<file path="src/rtl/sample_decim_pkg.sv">
// sample_decim_pkg: shared constants and helpers for the sample decimator.
//   - Sample field layout (ch A, ch B, digital) and overall sample width.
//   - Reduction mode encodings.
//   - Window exponent limits, counter and accumulator widths.
//   - Helpers: config clamp and last-sample index of a window.
package sample_decim_pkg;

  localparam int AW        = 8;              // analog channel width
  localparam int NUM_CH    = 2;              // analog channels per sample
  localparam int DIG_W     = 2;              // digital pin bits
  localparam int DW        = NUM_CH*AW + DIG_W;
  localparam int MAX_SHIFT = 12;             // ratio 4096
  localparam int SW        = 4;              // Shift port width
  localparam int CNT_W     = MAX_SHIFT;      // counts 0 .. 2^MAX_SHIFT-1
  localparam int ACC_W     = AW + MAX_SHIFT; // sum of 4096 x 8'hFF fits

  // Field slices: CH_A=[7:0], CH_B=[15:8], DIG=[17:16]
  localparam int CH_A_LO = 0;
  localparam int CH_B_LO = AW;
  localparam int DIG_LO  = NUM_CH*AW;

  typedef enum logic [1:0] {
    MODE_PASS  = 2'b00,
    MODE_DECIM = 2'b01,
    MODE_AVG   = 2'b10,
    MODE_PEAK  = 2'b11
  } mode_e;

  // Effective exponent for a window. Pass mode is a window of one sample,
  // which makes it share the Shift=0 path.
  function automatic logic [SW-1:0] clamp_shift(input mode_e m, input logic [SW-1:0] s);
    if (m == MODE_PASS)          return '0;
    if (s > SW'(MAX_SHIFT))      return SW'(MAX_SHIFT);
    return s;
  endfunction

  // Index of the last sample in a window of 2^s samples (s <= MAX_SHIFT).
  function automatic logic [CNT_W-1:0] win_last(input logic [SW-1:0] s);
    logic [CNT_W:0] one;
    logic [CNT_W:0] t;
    one = {{CNT_W{1'b0}}, 1'b1};
    t   = (one << s) - one;
    return t[CNT_W-1:0];
  endfunction

endpackage

</file>
<file path="src/rtl/sample_decim_if.sv">
// sample_decim_if: sample stream in/out of the decimator.
//   master: source side (drives Din/DinValid/Mode/Shift, observes outputs)
//   slave : decimator side
interface sample_decim_if;
  import sample_decim_pkg::*;

  logic [DW-1:0] Din;
  logic          DinValid;
  logic [1:0]    Mode;
  logic [SW-1:0] Shift;
  logic [DW-1:0] Dout;
  logic          DoutValid;
  logic          PeakPh;
  logic          WinBusy;

  modport master (
    output Din, DinValid, Mode, Shift,
    input  Dout, DoutValid, PeakPh, WinBusy
  );

  modport slave (
    input  Din, DinValid, Mode, Shift,
    output Dout, DoutValid, PeakPh, WinBusy
  );
endinterface

</file>
<file path="src/rtl/sample_decim_chan_reduce.sv">
// chan_reduce: per-channel window reduction for one analog channel.
//   clk, rst : clock, synchronous active-high reset
//   din      : channel sample
//   vld      : din is a valid sample this cycle
//   first    : this sample opens a new window (restarts all state)
//   acc_nxt  : window sum including din
//   max_nxt  : window maximum including din
//   min_nxt  : window minimum including din
// The *_nxt outputs already include the current sample so the parent can
// emit the window result in the same cycle the last sample arrives.
module chan_reduce
  import sample_decim_pkg::*;
(
  input  logic             clk,
  input  logic             rst,
  input  logic [AW-1:0]    din,
  input  logic             vld,
  input  logic             first,
  output logic [ACC_W-1:0] acc_nxt,
  output logic [AW-1:0]    max_nxt,
  output logic [AW-1:0]    min_nxt
);

  logic [ACC_W-1:0] acc_q, acc_d;
  logic [AW-1:0]    max_q, max_d;
  logic [AW-1:0]    min_q, min_d;

  always_comb begin
    if (first) begin
      acc_nxt = ACC_W'(din);
      max_nxt = din;
      min_nxt = din;
    end else begin
      acc_nxt = acc_q + ACC_W'(din);
      max_nxt = (din > max_q) ? din : max_q;
      min_nxt = (din < min_q) ? din : min_q;
    end
    acc_d = vld ? acc_nxt : acc_q;
    max_d = vld ? max_nxt : max_q;
    min_d = vld ? min_nxt : min_q;
  end

  always_ff @(posedge clk) begin
    if (rst) begin
      acc_q <= '0;
      max_q <= '0;
      min_q <= '0;
    end else begin
      acc_q <= acc_d;
      max_q <= max_d;
      min_q <= min_d;
    end
  end

endmodule

</file>
<file path="src/rtl/sample_decim.sv">
// sample_decim: power-of-two sample stream reducer ahead of the FIFO.
//   Mclk    : sample clock, rising edge
//   Reset   : synchronous active-high reset
//   bus     : slave side of sample_decim_if
//     Din/DinValid  raw 18-bit sample in ([7:0] A, [15:8] B, [17:16] dig)
//     Mode/Shift    reduction mode and window exponent (latched per window)
//     Dout/DoutValid reduced sample and its one-cycle write strobe
//     PeakPh        1 = max sample, 0 = min sample (peak mode only)
//     WinBusy       a window is partially accumulated
module sample_decim
  import sample_decim_pkg::*;
(
  input  logic           Mclk,
  input  logic           Reset,
  sample_decim_if.slave  bus
);

  // Window counter and latched config
  logic [CNT_W-1:0] cnt_q, cnt_d;
  mode_e            mode_q, mode_d;
  logic [SW-1:0]    shift_q, shift_d;

  // First-sample capture and digital OR across the window
  logic [DW-1:0]    first_smp_q, first_smp_d;
  logic [DIG_W-1:0] dig_or_q, dig_or_d;

  // Output registers; min_pend_q holds the queued min strobe of a peak window
  logic [DW-1:0]    dout_q, dout_d;
  logic             dv_q, dv_d;
  logic             ph_q, ph_d;
  logic             min_pend_q, min_pend_d;
  logic [DW-1:0]    min_data_q, min_data_d;

  // Current-window view: on the opening sample the live config applies
  logic             first;
  mode_e            cur_mode;
  logic [SW-1:0]    cur_shift;
  logic             last;
  logic [DW-1:0]    cur_first;
  logic [DIG_W-1:0] cur_dig_or;

  logic [NUM_CH-1:0][AW-1:0]    ch_din, ch_max, ch_min, ch_avg;
  logic [NUM_CH-1:0][ACC_W-1:0] ch_acc;

  always_comb begin
    first      = (cnt_q == '0);
    cur_mode   = first ? mode_e'(bus.Mode) : mode_q;
    cur_shift  = first ? clamp_shift(mode_e'(bus.Mode), bus.Shift) : shift_q;
    last       = bus.DinValid && (cnt_q == win_last(cur_shift));
    cur_first  = first ? bus.Din : first_smp_q;
    cur_dig_or = first ? bus.Din[DIG_LO +: DIG_W]
                       : (dig_or_q | bus.Din[DIG_LO +: DIG_W]);
  end

  assign ch_din[0] = bus.Din[CH_A_LO +: AW];
  assign ch_din[1] = bus.Din[CH_B_LO +: AW];

  for (genvar g = 0; g < NUM_CH; g++) begin : g_ch
    chan_reduce u_red (
      .clk     (Mclk),
      .rst     (Reset),
      .din     (ch_din[g]),
      .vld     (bus.DinValid),
      .first   (first),
      .acc_nxt (ch_acc[g]),
      .max_nxt (ch_max[g]),
      .min_nxt (ch_min[g])
    );
    // Sum of 2^s samples >> s is at most 8'hFF, so truncation is lossless.
    assign ch_avg[g] = AW'(ch_acc[g] >> cur_shift);
  end

  // Counter, config latch, window capture
  always_comb begin
    cnt_d       = cnt_q;
    mode_d      = mode_q;
    shift_d     = shift_q;
    first_smp_d = first_smp_q;
    dig_or_d    = dig_or_q;
    if (bus.DinValid) begin
      cnt_d       = last ? '0 : cnt_q + CNT_W'(1);
      first_smp_d = cur_first;
      dig_or_d    = cur_dig_or;
      if (first) begin
        mode_d  = cur_mode;
        shift_d = cur_shift;
      end
    end
  end

  // Output mux. A queued min strobe always owns its cycle; a peak window is
  // at least two samples so a following peak/avg/decim window cannot close
  // in that cycle.
  always_comb begin
    dout_d     = dout_q;
    dv_d       = 1'b0;
    ph_d       = 1'b0;
    min_pend_d = 1'b0;
    min_data_d = min_data_q;
    if (min_pend_q) begin
      dout_d = min_data_q;
      dv_d   = 1'b1;
    end else if (last) begin
      dv_d = 1'b1;
      if (cur_shift == '0) begin
        dout_d = bus.Din;
      end else begin
        unique case (cur_mode)
          MODE_AVG:  dout_d = {cur_first[DIG_LO +: DIG_W], ch_avg[1], ch_avg[0]};
          MODE_PEAK: begin
            dout_d     = {cur_dig_or, ch_max[1], ch_max[0]};
            ph_d       = 1'b1;
            min_pend_d = 1'b1;
            min_data_d = {cur_dig_or, ch_min[1], ch_min[0]};
          end
          default:   dout_d = cur_first;  // decimate
        endcase
      end
    end
  end

  always_ff @(posedge Mclk) begin
    if (Reset) begin
      cnt_q       <= '0;
      mode_q      <= MODE_PASS;
      shift_q     <= '0;
      first_smp_q <= '0;
      dig_or_q    <= '0;
      dout_q      <= '0;
      dv_q        <= 1'b0;
      ph_q        <= 1'b0;
      min_pend_q  <= 1'b0;
      min_data_q  <= '0;
    end else begin
      cnt_q       <= cnt_d;
      mode_q      <= mode_d;
      shift_q     <= shift_d;
      first_smp_q <= first_smp_d;
      dig_or_q    <= dig_or_d;
      dout_q      <= dout_d;
      dv_q        <= dv_d;
      ph_q        <= ph_d;
      min_pend_q  <= min_pend_d;
      min_data_q  <= min_data_d;
    end
  end

  assign bus.Dout      = dout_q;
  assign bus.DoutValid = dv_q;
  assign bus.PeakPh    = ph_q;
  assign bus.WinBusy   = (cnt_q != '0);

endmodule

</file>
<file path="src/flat_wrapper.sv">
// flat-port wrapper written by rule: the top's interface ports become plain ports
module sample_decim_flat import sample_decim_pkg::*;
  (Mclk, Reset, bus_Din, bus_DinValid, bus_Mode, bus_Shift, bus_Dout, bus_DoutValid, bus_PeakPh, bus_WinBusy);
  sample_decim_if bus_i ();
  input  logic Mclk;
  input  logic Reset;
  input wire logic [$bits(bus_i.Din)-1:0] bus_Din;
  input wire logic [$bits(bus_i.DinValid)-1:0] bus_DinValid;
  input wire logic [$bits(bus_i.Mode)-1:0] bus_Mode;
  input wire logic [$bits(bus_i.Shift)-1:0] bus_Shift;
  output wire logic [$bits(bus_i.Dout)-1:0] bus_Dout;
  output wire logic [$bits(bus_i.DoutValid)-1:0] bus_DoutValid;
  output wire logic [$bits(bus_i.PeakPh)-1:0] bus_PeakPh;
  output wire logic [$bits(bus_i.WinBusy)-1:0] bus_WinBusy;
  assign bus_i.Din = bus_Din;
  assign bus_i.DinValid = bus_DinValid;
  assign bus_i.Mode = bus_Mode;
  assign bus_i.Shift = bus_Shift;
  assign bus_Dout = bus_i.Dout;
  assign bus_DoutValid = bus_i.DoutValid;
  assign bus_PeakPh = bus_i.PeakPh;
  assign bus_WinBusy = bus_i.WinBusy;
  sample_decim u_core (.Mclk(Mclk), .Reset(Reset), .bus(bus_i));
endmodule
</file>
<file path="config.mk">
export PLATFORM = sky130hd
export DESIGN_NAME = sample_decim_flat
export DESIGN_NICKNAME = d
export VERILOG_FILES = /design/src/rtl/sample_decim_pkg.sv /design/src/rtl/sample_decim_if.sv /design/src/rtl/sample_decim_chan_reduce.sv /design/src/rtl/sample_decim.sv /design/src/flat_wrapper.sv
export SDC_FILE = /design/constraint.sdc
export NUM_CORES = 1
export LEC_CHECK = 0
export BUFFER_PORTS_ARGS = -buffer_cell sky130_fd_sc_hd__buf_2
export CORE_MARGIN = 1.5
export CORE_UTILIZATION = 58
export DETAILED_ROUTE_END_ITERATION = 6
export GPL_TIMING_DRIVEN = 1
export PLACE_DENSITY = 0.81
export SYNTH_ARGS = -nofsm -noshare
export SYNTH_HDL_FRONTEND = slang
export SYNTH_HIERARCHICAL = 1
export SYNTH_SLANG_ARGS = --single-unit
</file>
<file path="constraint.sdc">
create_clock -name Mclk -period 10.6 [get_ports Mclk]
set_input_delay 0.53 -clock Mclk [delete_from_list [all_inputs] [get_ports Mclk]]
set_output_delay 0.53 -clock Mclk [all_outputs]
set_load 0.02 [all_outputs]
</file>
======== Yosys cells after proc, flatten, opt, wreduce, memory -nomap -nowiden ========
Index checks and enable logic that the tools add are counted.
word-level totals
  flip-flop bits (word level) ............. 148
  bits of input ports ..................... 27
  output and inout port bits .............. 21
  word-level logic and storage cells ...... 72
cells by class
  add/subtract/negate cells ............... 4
  magnitude comparators ................... 5
  equality and inequality tests ........... 3
  shifts and indexed selects .............. 3
  muxes and demuxes ....................... 29
  bitwise gates (word level) .............. 4
  reduce and logical (&&, ||, !) cells .... 9
operators by type and width
  kind                                                                  number
  18-bit two-way mux                                                    4
  8-bit two-way mux                                                     8
  20-bit by 8-bit adder with 20-bit output                              2
  20-bit two-way mux                                                    2
  20-bit by 4-bit >> shifter with 8-bit output                          2
  18-bit one-hot mux with 2 select lines                                1
  4-bit two-way mux                                                     5
  8-bit greater-than comparator                                         2
  8-bit less-than comparator                                            2
  12-bit by 1-bit adder with 12-bit output, second input constant       1
  12-bit equality test                                                  1
  12-bit logical NOT                                                    1
  12-bit two-way mux                                                    1
  12-bit nonzero test                                                   1
  1-bit by 4-bit left shift with 12-bit output, first input constant    1
  12-bit by 1-bit subtractor with 12-bit output, second input constant  1
  1-bit two-way mux                                                     6
  2-bit equality test, second input constant                            2
  4-bit greater-than comparator, second input constant                  1
  4-bit logical NOT                                                     1
  2-bit two-way mux                                                     2
  4-bit AND reduction                                                   1
  4-bit OR reduction                                                    1
  1-bit inverter                                                        3
  5 further kinds                                                       5

======== Logic depth before layout (Yosys ltp) ========
Gate-level depths: netlist (run 1).
  depth after elaboration ................. 12
  gate-level depth with buffers ........... 21
  depth with buffers taken out ............ 16

======== Modules after synthesis ========
Netlist (run 1), hierarchy kept.
modules (own cells, without submodules)
  module                              times used  cells each  area an instance (um^2)  sequential area each (um^2)
  sample_decim                        1           762         5,622.9                  1,521.5
  chan_reduce (u_core.g_ch[0].u_red)  1           373         2,919.0                  720.7
  chan_reduce (u_core.g_ch[1].u_red)  1           373         2,916.5                  720.7

======== Worst setup path after synthesis (run 1) ========
No wires, ideal clock.
  kind .................................... reg-to-reg
  from .................................... register u_core.cnt_q[0]
  to ...................................... register u_core.dout_q[9], in the netlist u_core/bus.Dout[9]
  library setup time ...................... 122 ps
  arrival time ............................ 4,206 ps
  required time ........................... 10,478 ps
  slack ................................... 6,272 ps
  cell stages (with the launch flop) ...... 19
  buffers on the path ..................... 3
  clock period less this slack ............ 4,328 ps
  cells stage by stage .................... dfxtp_1 inv_1 ha_1 nor4b_4 a31oi_1 o21ba_2 clkbuf_1 clkinv_1 clkbuf_1 ha_1 or4_1 a21oi_1 o31ai_1 xnor2_1 a2111o_1 or2_0 buf_2 and4_1 a311o_1
between the ends
  longest elaborated chain between the ends .. 7
  elaborated cells between the ends (all ways) .. 19
  those cells by class .................... add/sub (1); eq/ne (3); shift (2); mux (9); reduce/logical (4)
ends and longest elaborated chain
  element                                                                                                         line                                         RTL
  start, declared                                                                                                 sample_decim.sv:19                           logic [CNT_W-1:0] cnt_q, cnt_d;
  start signal, assigned                                                                                          sample_decim.sv:135                          cnt_q <= cnt_d;
  12-bit logical NOT                                                                                              sample_decim.sv:46                           first = (cnt_q == '0);
  4-bit two-way mux (tied with other cells)                                                                       sample_decim.sv:48                           cur_shift = first ? clamp_shift(mode_e'(bus.Mode), bus.Shift) : shift_q;
  1-bit by 4-bit left shift with 12-bit output (tied with other cells)                                            sample_decim_pkg.sv:42                       t = (one << s) - one;
  12-bit by 1-bit subtractor with 12-bit output / 18-bit one-hot mux with 2 select lines (equally long branches)  sample_decim_pkg.sv:42, sample_decim.sv:108
  12-bit equality test / 18-bit two-way mux (equally long branches)                                               sample_decim.sv:49, sample_decim.sv:105
  1-bit logical AND / 18-bit two-way mux (equally long branches)                                                  sample_decim.sv:49, sample_decim.sv:103
  2-bit nonzero test (no line) / 18-bit two-way mux (equally long branches)                                       --
  end signal, assigned                                                                                            sample_decim.sv:140                          dout_q <= dout_d;
  end, declared                                                                                                   sample_decim.sv:28                           logic [DW-1:0] dout_q, dout_d;
Several ways; a longest one is shown, not always the timed one. The select of a mux whose other input is x is not followed.
A chain may end at the register's enable or synchronous reset.

======== Worst setup path after layout (run 1) ========
  from .................................... register u_core.shift_q[2]
  to ...................................... register u_core.dout_q[0], in the netlist u_core/bus.Dout[0]
between the ends
  longest elaborated chain between the ends .. 6
  elaborated cells between the ends (all ways) .. 12
  those cells by class .................... add/sub (1); eq/ne (1); shift (2); mux (5); reduce/logical (3)
ends and longest elaborated chain
  element                                                                                                              line                                         RTL
  start, declared                                                                                                      sample_decim.sv:21                           logic [SW-1:0] shift_q, shift_d;
  start signal, assigned                                                                                               sample_decim.sv:137                          shift_q <= shift_d;
  4-bit two-way mux *                                                                                                  sample_decim.sv:48
  1-bit by 4-bit left shift with 12-bit output / 20-bit by 4-bit >> shifter with 8-bit output (equally long branches)  sample_decim_pkg.sv:42, sample_decim.sv:70
  12-bit by 1-bit subtractor with 12-bit output / 18-bit one-hot mux with 2 select lines (equally long branches)       sample_decim_pkg.sv:42, sample_decim.sv:108
  12-bit equality test / 18-bit two-way mux (equally long branches)                                                    sample_decim.sv:49, sample_decim.sv:105
  1-bit logical AND / 18-bit two-way mux (equally long branches)                                                       sample_decim.sv:49, sample_decim.sv:103
  2-bit nonzero test (no line) / 18-bit two-way mux (equally long branches)                                            --
Every way passes the cells marked *; elsewhere a longest branch is shown, timed or not. The select of a mux whose other input is x is not followed.

==> metrics.txt, run 1 <==
worst endpoint required time=10.94 ns; static leakage power=4.52 nW; register area share after synthesis=0.259; Core ar.=19400 um^2; Period minus WS final=5.86 ns; mean routed wirelength per cell=19.7 um; Hold Violations, Final=0; routed wire length=34800 um; initial core utilization=0.591; worst min-delay path class=in -> reg; Max Used Layer=met4; VDD IR max=116 uV; FF-to-FF End=u_core/bus.Dout[0]; Crit Path Class=reg -> reg; Synth Instances=1508; placed inst area=11700 um^2; drc violations=0; worst clock skew=0.0106 ns; Synth Register Bits=148; Reg2Reg Depth=13; Die H=144 um; vias per std cell=6.63; outcome=completed; DPL Wire Length=24000 um; Worst-path clk slew=0.07 ns; Setup crit start kind=flop; final estimated routing congestion in global placement=1.01; share of post-route cells with drive strength above 1=0.0996; power per cell area=135 nW/um^2; critical path endpoint=u_core/bus.Dout[0]; Critical path origin=u_core/shift_q[2]; CTS tree=done; actual slew at the worst max-slew pin=1.17 ns; final setup fails=0; critical-path maximum fanout=23; Netlist cell types=82; initial antenna violation count=0; clock latency on the worst-skew pair=0.44 ns; commonest non-fill, non-tap cell in the layout=nand2_1; largest delay contributor family on the critical path=compound AO/OA/AOI/OAI gates; DRT iter0 DRCs=1324; number of nets in the layout=1561; CP max stage delay=0.75 ns; Top FF cell, synth=dfxtp_1; Final ANT Viol Nets=0; EDFF count, synth=0; Async SR Flop Fraction=0; Mapped Avg Cell Area=7.60 um^2; CTS H-tree depth=4; setup TNS=0 ns; Layout area overhead=6.69%; internal reg-to-reg setup slack=4.74 ns; clock buffer depth=2; syn_nets=1586; Fmax=171 MHz; die area=20600 um^2; largest net degree at the start of global routing=76; # rows=51; global-route wire length before repair=55200 um; Critical Path Sink Type=flop; Met3 Routed Length=2650 um; WL met1=14600 um; crit path DAT=6.20 ns; Inserted Clock Buffers=17; diodes inserted=0; clk sink count=148; period utilization=0.553; Top Ports=48; Reg-to-Reg Start=u_core/shift_q[2]; Synth Warn #=6; Final Instance Area=12200 um^2; via count=11700; DRT Pass-1 Iters=5; Hold-fix buffers, CTS=0; fin. max-slew vios=0; critical path depth=13; CTS resizes=0; Total GRT Usage=0.337; Syn Std Cell Area=11500 um^2; Clk Tree Root Cell=clkbuf_16; Buffers on Ports=47; RSZ-0062 raised after global routing=no; Crit path buffers/inverters=1; crit path cell chain=nor4_1, a31oi_1, o21ba_2, clkinv_1, ha_1, or4_1, a21oi_1, o31ai_1, xnor2_1, a2111o_1, nor2_2, o311ai_0, a311oi_1; vias in the first global route=10800; met2 WL=16300 um; Die Wd=144 um; Rel. slew slack=0.221; Post-CTS Setup Inserts=0; Max Cap Viol=0; most frequent cells in the layout=nand2_1 (179), dfxtp_1 (148), nor2_1 (137); slowest stage cell, crit path=nor2_2; total gr overflow=0
[area by class of cell]
| type | count | area, um^2 |
|---|---|---|
| clock buffer | 18 | 429 |
| clock inverter | 14 | 136 |
| fill | 1753 | 7170 |
| inverter | 57 | 214 |
| multi-input combinational | 1196 | 7790 |
| sequential | 148 | 2960 |
| tap | 265 | 332 |
| timing repair buffer | 63 | 358 |
[worst register-to-register path: cells and delay by family, from the launching register on]
| family | cells | cell delay (ns) |
|---|---|---|
| compound gates | 7 | 2.05 |
| xor+xnor | 1 | 0.14 |
| fa+ha+maj | 1 | 0.59 |
| buf+inv | 1 | 0.60 |
| flops | 1 | 0.47 |
| simple gates | 3 | 1.94 |
[stage by stage]
step | total power, mW | hold slack, ns | worst slack [ns] | cells | util
2_1_floorplan | 0.935 | 0.431 | 6.27 | 1508 | -
3_3_place_gp | 1.04 | 0.441 | 4.97 | 1729 | 0.601
3_5_place_dp | 1.05 | 0.446 | 4.94 | 1729 | 0.601
4_1_cts | 1.64 | 0.359 | 4.86 | 1761 | 0.630
5_1_grt | 1.72 | 0.373 | 4.32 | 1761 | 0.630
6_report | 1.65 | 0.370 | 4.74 | 1761 | 0.630
[where the power goes]
part	internal (mW)	leakage, nW	total, mW	switching (mW)
Sequential	0.580	1.21	0.601	0.0212
Combinational	0.157	3.04	0.459	0.302
Clock	0.311	0.269	0.592	0.281
Total	1.05	4.52	1.65	0.604
[cells in the mapped netlist (all sizes together), types with 14 or more instances]
| library cell | number | area share |
|---|---|---|
| a21oi | 110 | 0.048 |
| a22oi | 19 | 0.012 |
| a31oi | 36 | 0.020 |
| and3 | 14 | 0.0076 |
| buf | 39 | 0.018 |
| clkbuf | 64 | 0.021 |
| dfxtp | 148 | 0.26 |
| ha | 49 | 0.054 |
| inv | 54 | 0.018 |
| mux2 | 31 | 0.030 |
| mux2i | 89 | 0.078 |
| nand2 | 180 | 0.059 |
| nand2b | 46 | 0.025 |
| nand3 | 55 | 0.024 |
| nand4 | 21 | 0.011 |
| nor2 | 138 | 0.045 |
| nor3 | 23 | 0.010 |
| o211ai | 23 | 0.015 |
| o21a | 17 | 0.011 |
| o21ai | 78 | 0.034 |
| o221ai | 15 | 0.011 |
| or3 | 14 | 0.0081 |
| xnor2 | 20 | 0.015 |
[kinds of logic after synthesis]
| group | after synthesis | synth area share |
|---|---|---|
| AO/OA/AOI/OAI | 429 | 0.248 |
| flip-flops | 148 | 0.259 |
| XOR/XNOR | 33 | 0.0252 |
| multiplexers | 120 | 0.108 |
| AND/OR/NAND/NOR | 563 | 0.241 |
| buffers and inverters | 164 | 0.0620 |
| adder cells (fa/ha/maj) | 51 | 0.0570 |
[per-layer routing]
layer	vias up	global-route usage
met1	5517	0.436
met5	-	0
li1	5503	-
met3	97	0.0566
met4	0	0.156
met2	557	0.548
[worst min path at each step]
| stage | endpoint | cells past startpoint | slack, ns | from |
|---|---|---|---|---|
| after floorplan | u_core/bus.Dout[5] | 2 | 0.43 | u_core/min_data_q[5] |
| after global routing | u_core/first_smp_q[17] | 3 | 0.37 | bus_Din[17] |
| after detailed placement | u_core/first_smp_q[0] | 2 | 0.45 | u_core/first_smp_q[0] |
| final | u_core/first_smp_q[17] | 3 | 0.37 | bus_Din[17] |
| after CTS | u_core/first_smp_q[17] | 3 | 0.36 | bus_Din[17] |
| after global placement | u_core/first_smp_q[8] | 2 | 0.44 | u_core/first_smp_q[8] |
[state kept, by name (all words and copies together) (netlist names)]
register                 cells
u_core/bus.Dout             18
u_core/g_ch.u_red/acc_q     40
u_core/bus.DoutValid         1
u_core/shift_q               4
u_core/g_ch.u_red/max_q     16
u_core/mode_q                2
u_core/cnt_q                12
u_core/dig_or_q              2
u_core/min_pend_q            1
u_core/first_smp_q          18
u_core/min_data_q           18
u_core/g_ch.u_red/min_q     16
Note: power is estimated with default switching activity, not from simulation.
==> inputs of run 2 (changes only) <==
--- a/config.mk
+++ b/config.mk
@@ -5,12 +5,13 @@
 export SDC_FILE = /design/constraint.sdc
 export NUM_CORES = 1
 export LEC_CHECK = 0
+export ABC_AREA = 1
 export BUFFER_PORTS_ARGS = -buffer_cell sky130_fd_sc_hd__buf_2
 export CORE_MARGIN = 1.5
 export CORE_UTILIZATION = 58
 export DETAILED_ROUTE_END_ITERATION = 6
 export GPL_TIMING_DRIVEN = 1
-export PLACE_DENSITY = 0.81
+export PLACE_DENSITY = 0.84
 export SYNTH_ARGS = -nofsm -noshare
 export SYNTH_HDL_FRONTEND = slang
 export SYNTH_HIERARCHICAL = 1
==> constraint.sdc (replaced) <==
create_clock -name Mclk -period 5 [get_ports Mclk]
set_input_delay 0.25 -clock Mclk [delete_from_list [all_inputs] [get_ports Mclk]]
set_output_delay 0.25 -clock Mclk [all_outputs]
set_load 0.02 [all_outputs]
==> run 2 against run 1 <==
Compared with the run above: clock-buffer cell count is the same; combinational power rose to 3.1 times the previous value; clock power up 120%; worst hold slack worse by 0.24 ns; sequential share of layout area fell by 1.5 points; synthesized cell count is 35% higher; synthesized area grew 6.1%; routed wire length grew 4.3%; worst setup slack worse by 4.0 ns; flip-flop and latch count unchanged; first-iteration DRC count is 15% lower; critical path depth increased by 6; largest power group is now combinational logic.
==> metrics.txt, run 2 <==
vias per std cell=5.65; register area share after synthesis=0.244; Final Instance Area=13000 um^2; Rel. slew slack=0.344; Synth Register Bits=148; Syn Std Cell Area=12200 um^2; Max Cap Viol=0; worst min-delay path class=in -> reg; Netlist cell types=45; Reg2Reg Depth=19; Reg-to-Reg Start=u_core/cnt_q[0]; Layout area overhead=7.17%; fillers=1934; critical-path maximum fanout=37; CTS tree=done; worst clock skew=0.0130 ns; Worst-path clk slew=0.07 ns; clk sink count=148; met2 Resource Use GR=0.554; final setup fails=0; Fmax=238 MHz; Final ANT Viol Nets=0; VDD IR max=258 uV; most frequent cells after synthesis=nand2_1 (610), inv_1 (285), nand3_1 (274); DPL Wire Length=25900 um; setup TNS=0 ns; gr busiest metal=met2; largest net degree at the start of global routing=60; Net Sw Power=1.62 mW; fin. max-slew vios=0; Non-Filler Instances=2319; Post-CTS Setup Inserts=0; Inserted Clock Buffers=17; Total GRT Usage=0.331; DRT iter0 DRCs=1124; largest register by flop count=u_core/g_ch.u_red/acc_q; Int Pwr=2.37 mW; diodes inserted=0; Synth Instances=2042; GR Layer Usage met3=0.0556; Sw Ratio=0.405; CTS H-tree depth=4; clock buffer depth=2; vias in the first global route=11900; Gate power share=0.350; EDFF count, synth=0; hold path depth=3; Top Ports=48; clock latency on the worst-skew pair=0.43 ns; CTS resizes=0; final estimated routing congestion in global placement=0.959; static leakage power=6.73 nW; Die H=148 um; drc violations=0; most numerous cell in the Yosys netlist=nand2_1; FF-to-FF End=u_core/min_data_q[17]; Critical Path Sink Type=flop; Min Hold Slack=0.125 ns; Buffers on Ports=47; # rows=52; RSZ-0062 raised after global routing=no; power share of the sequential group=0.323; cell taking the most area after synthesis=dfxtp_1; power per cell area=306 nW/um^2; Crit Path Class=reg -> reg; ranking of synthesized cells by area=dfxtp_1 (24%), nand2_1 (19%), nand3_1 (11%), inv_1 (8.8%), nor2_1 (5.2%); period utilization=0.842; placed inst area=12400 um^2; Top FF cell, synth=dfxtp_1; Core ar.=20400 um^2; Setup crit start kind=flop; commonest non-fill, non-tap cell in the layout=nand2_1; Period minus WS final=4.21 ns; Inst Count DP=2287; share of the synthesized area in the top cell type=0.244; hold path endpoint=u_core/dig_or_q[0]; outcome=completed; global-route wire length before repair=58300 um; number of nets in the layout=2114; mean routed wirelength per cell=15.6 um; Async SR Flop Fraction=0; most frequent cells in the layout=nand2_1 (610), inv_1 (285), nand3_1 (274); actual slew at the worst max-slew pin=0.983 ns; worst endpoint required time=5.32 ns; die area=21800 um^2; total gr overflow=0; initial antenna violation count=0; Die Wd=148 um; max reg flops=40; Synth Warn #=6; fin util=0.640; Clock power frac=0.327; HP Start=bus_Din[16]; DRT Pass-1 Iters=6; via count=13100; Hold-fix buffers, CTS=0; syn_nets=2120; Mapped Avg Cell Area=5.95 um^2; Hold Violations, Final=0; routing usage on met1=0.415; share of post-route cells with drive strength above 1=0.109; crit path DAT=4.53 ns; internal reg-to-reg setup slack=0.79 ns; initial core utilization=0.597; Clk Tree Root Cell=clkbuf_16; routed wire length=36300 um
==> run 2: changes by cell type after synthesis, moves of 32 or more <==
| cell | previous run | this run |
|---|---|---|
| inv_1 | 54 | 285 |
| mux2i_1 | 89 | 0 |
| nand2_1 | 179 | 610 |
| nand3_1 | 55 | 274 |
| a31oi_1 | 36 | 4 |
| nand2b_1 | 46 | 0 |
==> run 2: critical path: stages (launching register included) <==
cell      delay, ns
dfxtp_1        0.32
inv_1          0.13
ha_1           0.20
nand2_1        0.09
nor2_4         0.19
nand2_4        0.12
nand2_2        0.08
nand2_2        0.45
nor2_4         0.38
nand2_2        0.09
ha_1           0.31
xor2_1         0.26
nand3b_1       0.15
nand2_1        0.05
nor2_1         0.16
nand3_2        0.15
nor2_8         0.17
nand4_4        0.42
o21ai_0        0.32
nor2_1         0.06
==> run 2: how the worst max path moves through the flow <==
stage                         start               endpoint  slack [ns]  cells past startpoint
finish              u_core/cnt_q[0]  u_core/min_data_q[17]        0.79                     19
global route        u_core/cnt_q[0]  u_core/min_data_q[17]        0.42                     19
CTS                 u_core/cnt_q[0]  u_core/min_data_q[17]        0.84                     19
detailed placement  u_core/cnt_q[0]  u_core/min_data_q[17]        0.88                     19
global placement    u_core/cnt_q[0]  u_core/min_data_q[17]        0.84                     19
floorplan           u_core/cnt_q[0]  u_core/min_data_q[10]        1.85                     22
==> run 2: area by class of cell <==
cell class                 count  area [um^2]  area share
tap                          270          338      0.0259
clock inverter                14          158      0.0121
timing repair buffer          55          300      0.0231
inverter                     303         1140      0.0873
sequential                   148         2960       0.227
clock buffer                  18          429      0.0329
multi-input combinational   1511         7700       0.591
==> run 2: logic make-up after synthesis <==
kind of cell / synth area share
DFF: 0.244
AOI/OAI and AO/OA: 0.122
adders and majority gates: 0.0537
and+or+nand+nor: 0.447
buffers and inverters: 0.123
xor gates and xnor gates: 0.0101
==> run 2: routing by layer <==
layer  share of wire  vias up  routed length [um]
li1                -     6494                   -
met1            0.41     5954               14800
met2            0.47      561               16900
met3           0.082      100                2980
met4           0.044        0                1590
met5               0        -                   0
==> run 2: through the flow <==
| stage | power, mW | worst slack [ns] |
|---|---|---|
| after floorplan | 2.32 | 1.85 |
| after global placement | 2.64 | 0.836 |
| after detailed placement | 2.66 | 0.881 |
| after CTS | 3.96 | 0.841 |
| after global routing | 4.20 | 0.419 |
| final | 3.99 | 0.790 |
==> run 2: power groups by stage <==
stage          registers [mW]  logic, mW  clock network [mW]
2_1_floorplan            1.30       1.02                   0
5_1_grt                  1.30       1.54                1.36
6_report                 1.29       1.40                1.30
3_5_place_dp             1.31       1.35                   0
4_1_cts                  1.29       1.35                1.32
3_3_place_gp             1.31       1.33                   0
==> inputs of run 3 (changes only) <==
--- a/config.mk
+++ b/config.mk
@@ -11,7 +11,7 @@
 export CORE_UTILIZATION = 58
 export DETAILED_ROUTE_END_ITERATION = 6
 export GPL_TIMING_DRIVEN = 1
-export PLACE_DENSITY = 0.84
+export PLACE_DENSITY = 0.81
 export SYNTH_ARGS = -nofsm -noshare
 export SYNTH_HDL_FRONTEND = slang
 export SYNTH_HIERARCHICAL = 1
==> constraint.sdc (replaced) <==
create_clock -name Mclk -period 4.1 [get_ports Mclk]
set_input_delay 0.205 -clock Mclk [delete_from_list [all_inputs] [get_ports Mclk]]
set_output_delay 0.205 -clock Mclk [all_outputs]
set_load 0.02 [all_outputs]
==> run 3 against run 2 <==
Compared with the run above: the run now ends with DRC left; critical endpoint is now u_core/min_data_q[4]; non-clock buffer count up 10; worst hold slack lost 0.056 ns; via count decreased by 0.21%.
==> metrics.txt, run 3 (synthesis gave the netlist of run 2 again) <==
final setup fails=0; outcome=finished, violations left; Total GRT Usage=0.327; power share of the sequential group=0.329; setup TNS=0 ns; Clk Tree Root Cell=clkbuf_16; internal reg-to-reg setup slack=0.56 ns; Final ANT Viol Nets=0; Die H=148 um; final estimated routing congestion in global placement=0.939; # rows=52; fin util=0.643; Buffers on Ports=47; hold path endpoint=u_core/dig_or_q[0]; actual slew at the worst max-slew pin=1.03 ns; Worst-path clk slew=0.07 ns; global-route wire length before repair=57800 um; Setup crit start kind=flop; clock latency on the worst-skew pair=0.43 ns; most frequent cells in the layout=nand2_1 (610), inv_1 (285), nand3_1 (274); clock buffer depth=2; failing checks=DRC; Period minus WS final=3.54 ns; CTS tree=done; vias in the first global route=12000; routed wire length=35300 um; period utilization=0.864; Reg-to-Reg Start=u_core/cnt_q[0]; Int Pwr=2.85 mW; Clock power frac=0.315; Hold Violations, Final=0; diodes inserted=0; worst clock skew=0.0142 ns; initial core utilization=0.597; Core ar.=20400 um^2; CTS H-tree depth=4; DPL Wire Length=25500 um; Gate power share=0.356; drc violations=2; die area=21800 um^2; Crit Path Class=reg -> reg; critical-path maximum fanout=19; Critical path origin=u_core/cnt_q[0]; Reg2Reg Depth=22; power per cell area=365 nW/um^2; fin. max-slew vios=0; total gr overflow=0; Net Sw Power=1.93 mW; largest register by flop count=u_core/g_ch.u_red/acc_q; commonest non-fill, non-tap cell in the layout=nand2_1; Rel. slew slack=0.315; clk sink count=148; Die Wd=148 um; number of nets in the layout=2124; Fmax=282 MHz; crit path DAT=3.91 ns; worst min-delay path class=in -> reg; DRT iter0 DRCs=1313; share of post-route cells with drive strength above 1=0.114; VDD IR max=293 uV; HP Start=bus_Din[16]; Hold-fix buffers, CTS=0; max reg flops=40; Top Ports=48; FF-to-FF End=u_core/min_data_q[4]; Critical Path Sink Type=flop; static leakage power=6.77 nW; Max Cap Viol=0; vias per std cell=5.62; worst endpoint required time=4.47 ns; DRT Pass-1 Iters=7; Inserted Clock Buffers=17; RSZ-0062 raised after global routing=no; via count=13100; Layout area overhead=7.66%; Sw Ratio=0.404; initial antenna violation count=0; mean routed wirelength per cell=15.2 um; largest net degree at the start of global routing=67; hold path depth=3
run 3: metrics by stage:
stage | cell area (um^2) | power (mW) | setup slack, ns | instances | hold slack, ns
5_1_grt | 13100 | 5.05 | 0.117 | 2329 | 0.0761
2_1_floorplan | 12200 | 2.83 | 0.955 | 2042 | 0.354
4_1_cts | 13100 | 4.75 | 0.339 | 2326 | 0.0637
3_3_place_gp | 12500 | 3.22 | 0.503 | 2294 | 0.439
3_5_place_dp | 12500 | 3.24 | 0.371 | 2294 | 0.454
6_report | 13100 | 4.78 | 0.556 | 2329 | 0.0692
run 3: how the worst max path moves through the flow:
stage	to	slack [ns]
after floorplan	u_core/min_data_q[10]	0.95
after global placement	u_core/min_data_q[6]	0.50
after detailed placement	u_core/min_data_q[4]	0.37
after CTS	u_core/min_data_q[4]	0.34
after global routing	u_core/min_data_q[4]	0.12
final	u_core/min_data_q[4]	0.56
run 3: critical path, stage by stage, from the launching register on:
cell	delay [ns]
dfxtp_1	0.32
inv_1	0.13
ha_1	0.18
nand2_1	0.11
nor2_4	0.17
nand2_4	0.15
nand2_1	0.14
nand2_4	0.11
nor2_4	0.17
nand3_1	0.11
ha_1	0.30
a21oi_1	0.14
o21ai_0	0.10
a21oi_1	0.12
nand2_1	0.08
nor2_2	0.09
nand3_2	0.13
nor2_8	0.16
nand4_4	0.28
buf_12	0.27
nand2_1	0.06
nand2_1	0.04
nor2_1	0.11
run 3: power by group through the flow:
stage	clock (mW)	combinational (mW)	sequential (mW)
6_report	1.51	1.70	1.57
5_1_grt	1.59	1.88	1.58
4_1_cts	1.53	1.65	1.57
3_5_place_dp	0	1.64	1.60
3_3_place_gp	0	1.62	1.60
2_1_floorplan	0	1.24	1.59
run 3: layout make-up:
class                           count  area, um^2
Multi-Input combinational cell   1511        7700
Fill cell                        1935        7280
Sequential cell                   148        2960
Inverter                          303        1140
Clock buffer                       18         439
Timing Repair Buffer               65         388
Tap cell                          270         338
Clock inverter                     14         119
run 3: metal layers:
layer	part of all wire	vias up	track usage	wire, um
li1	-	6522	-	-
met1	0.43	5939	0.429	15400
met2	0.46	546	0.546	16300
met3	0.075	75	0.0398	2640
met4	0.029	0	0.128	1020
met5	0	-	0	0
run 3: timing repair:
action                                 CTS  global route
gates resized for setup                  0             0
buffers inserted                         0             3
setup endpoints to repair                0            10
endpoints found under the hold margin    0             0
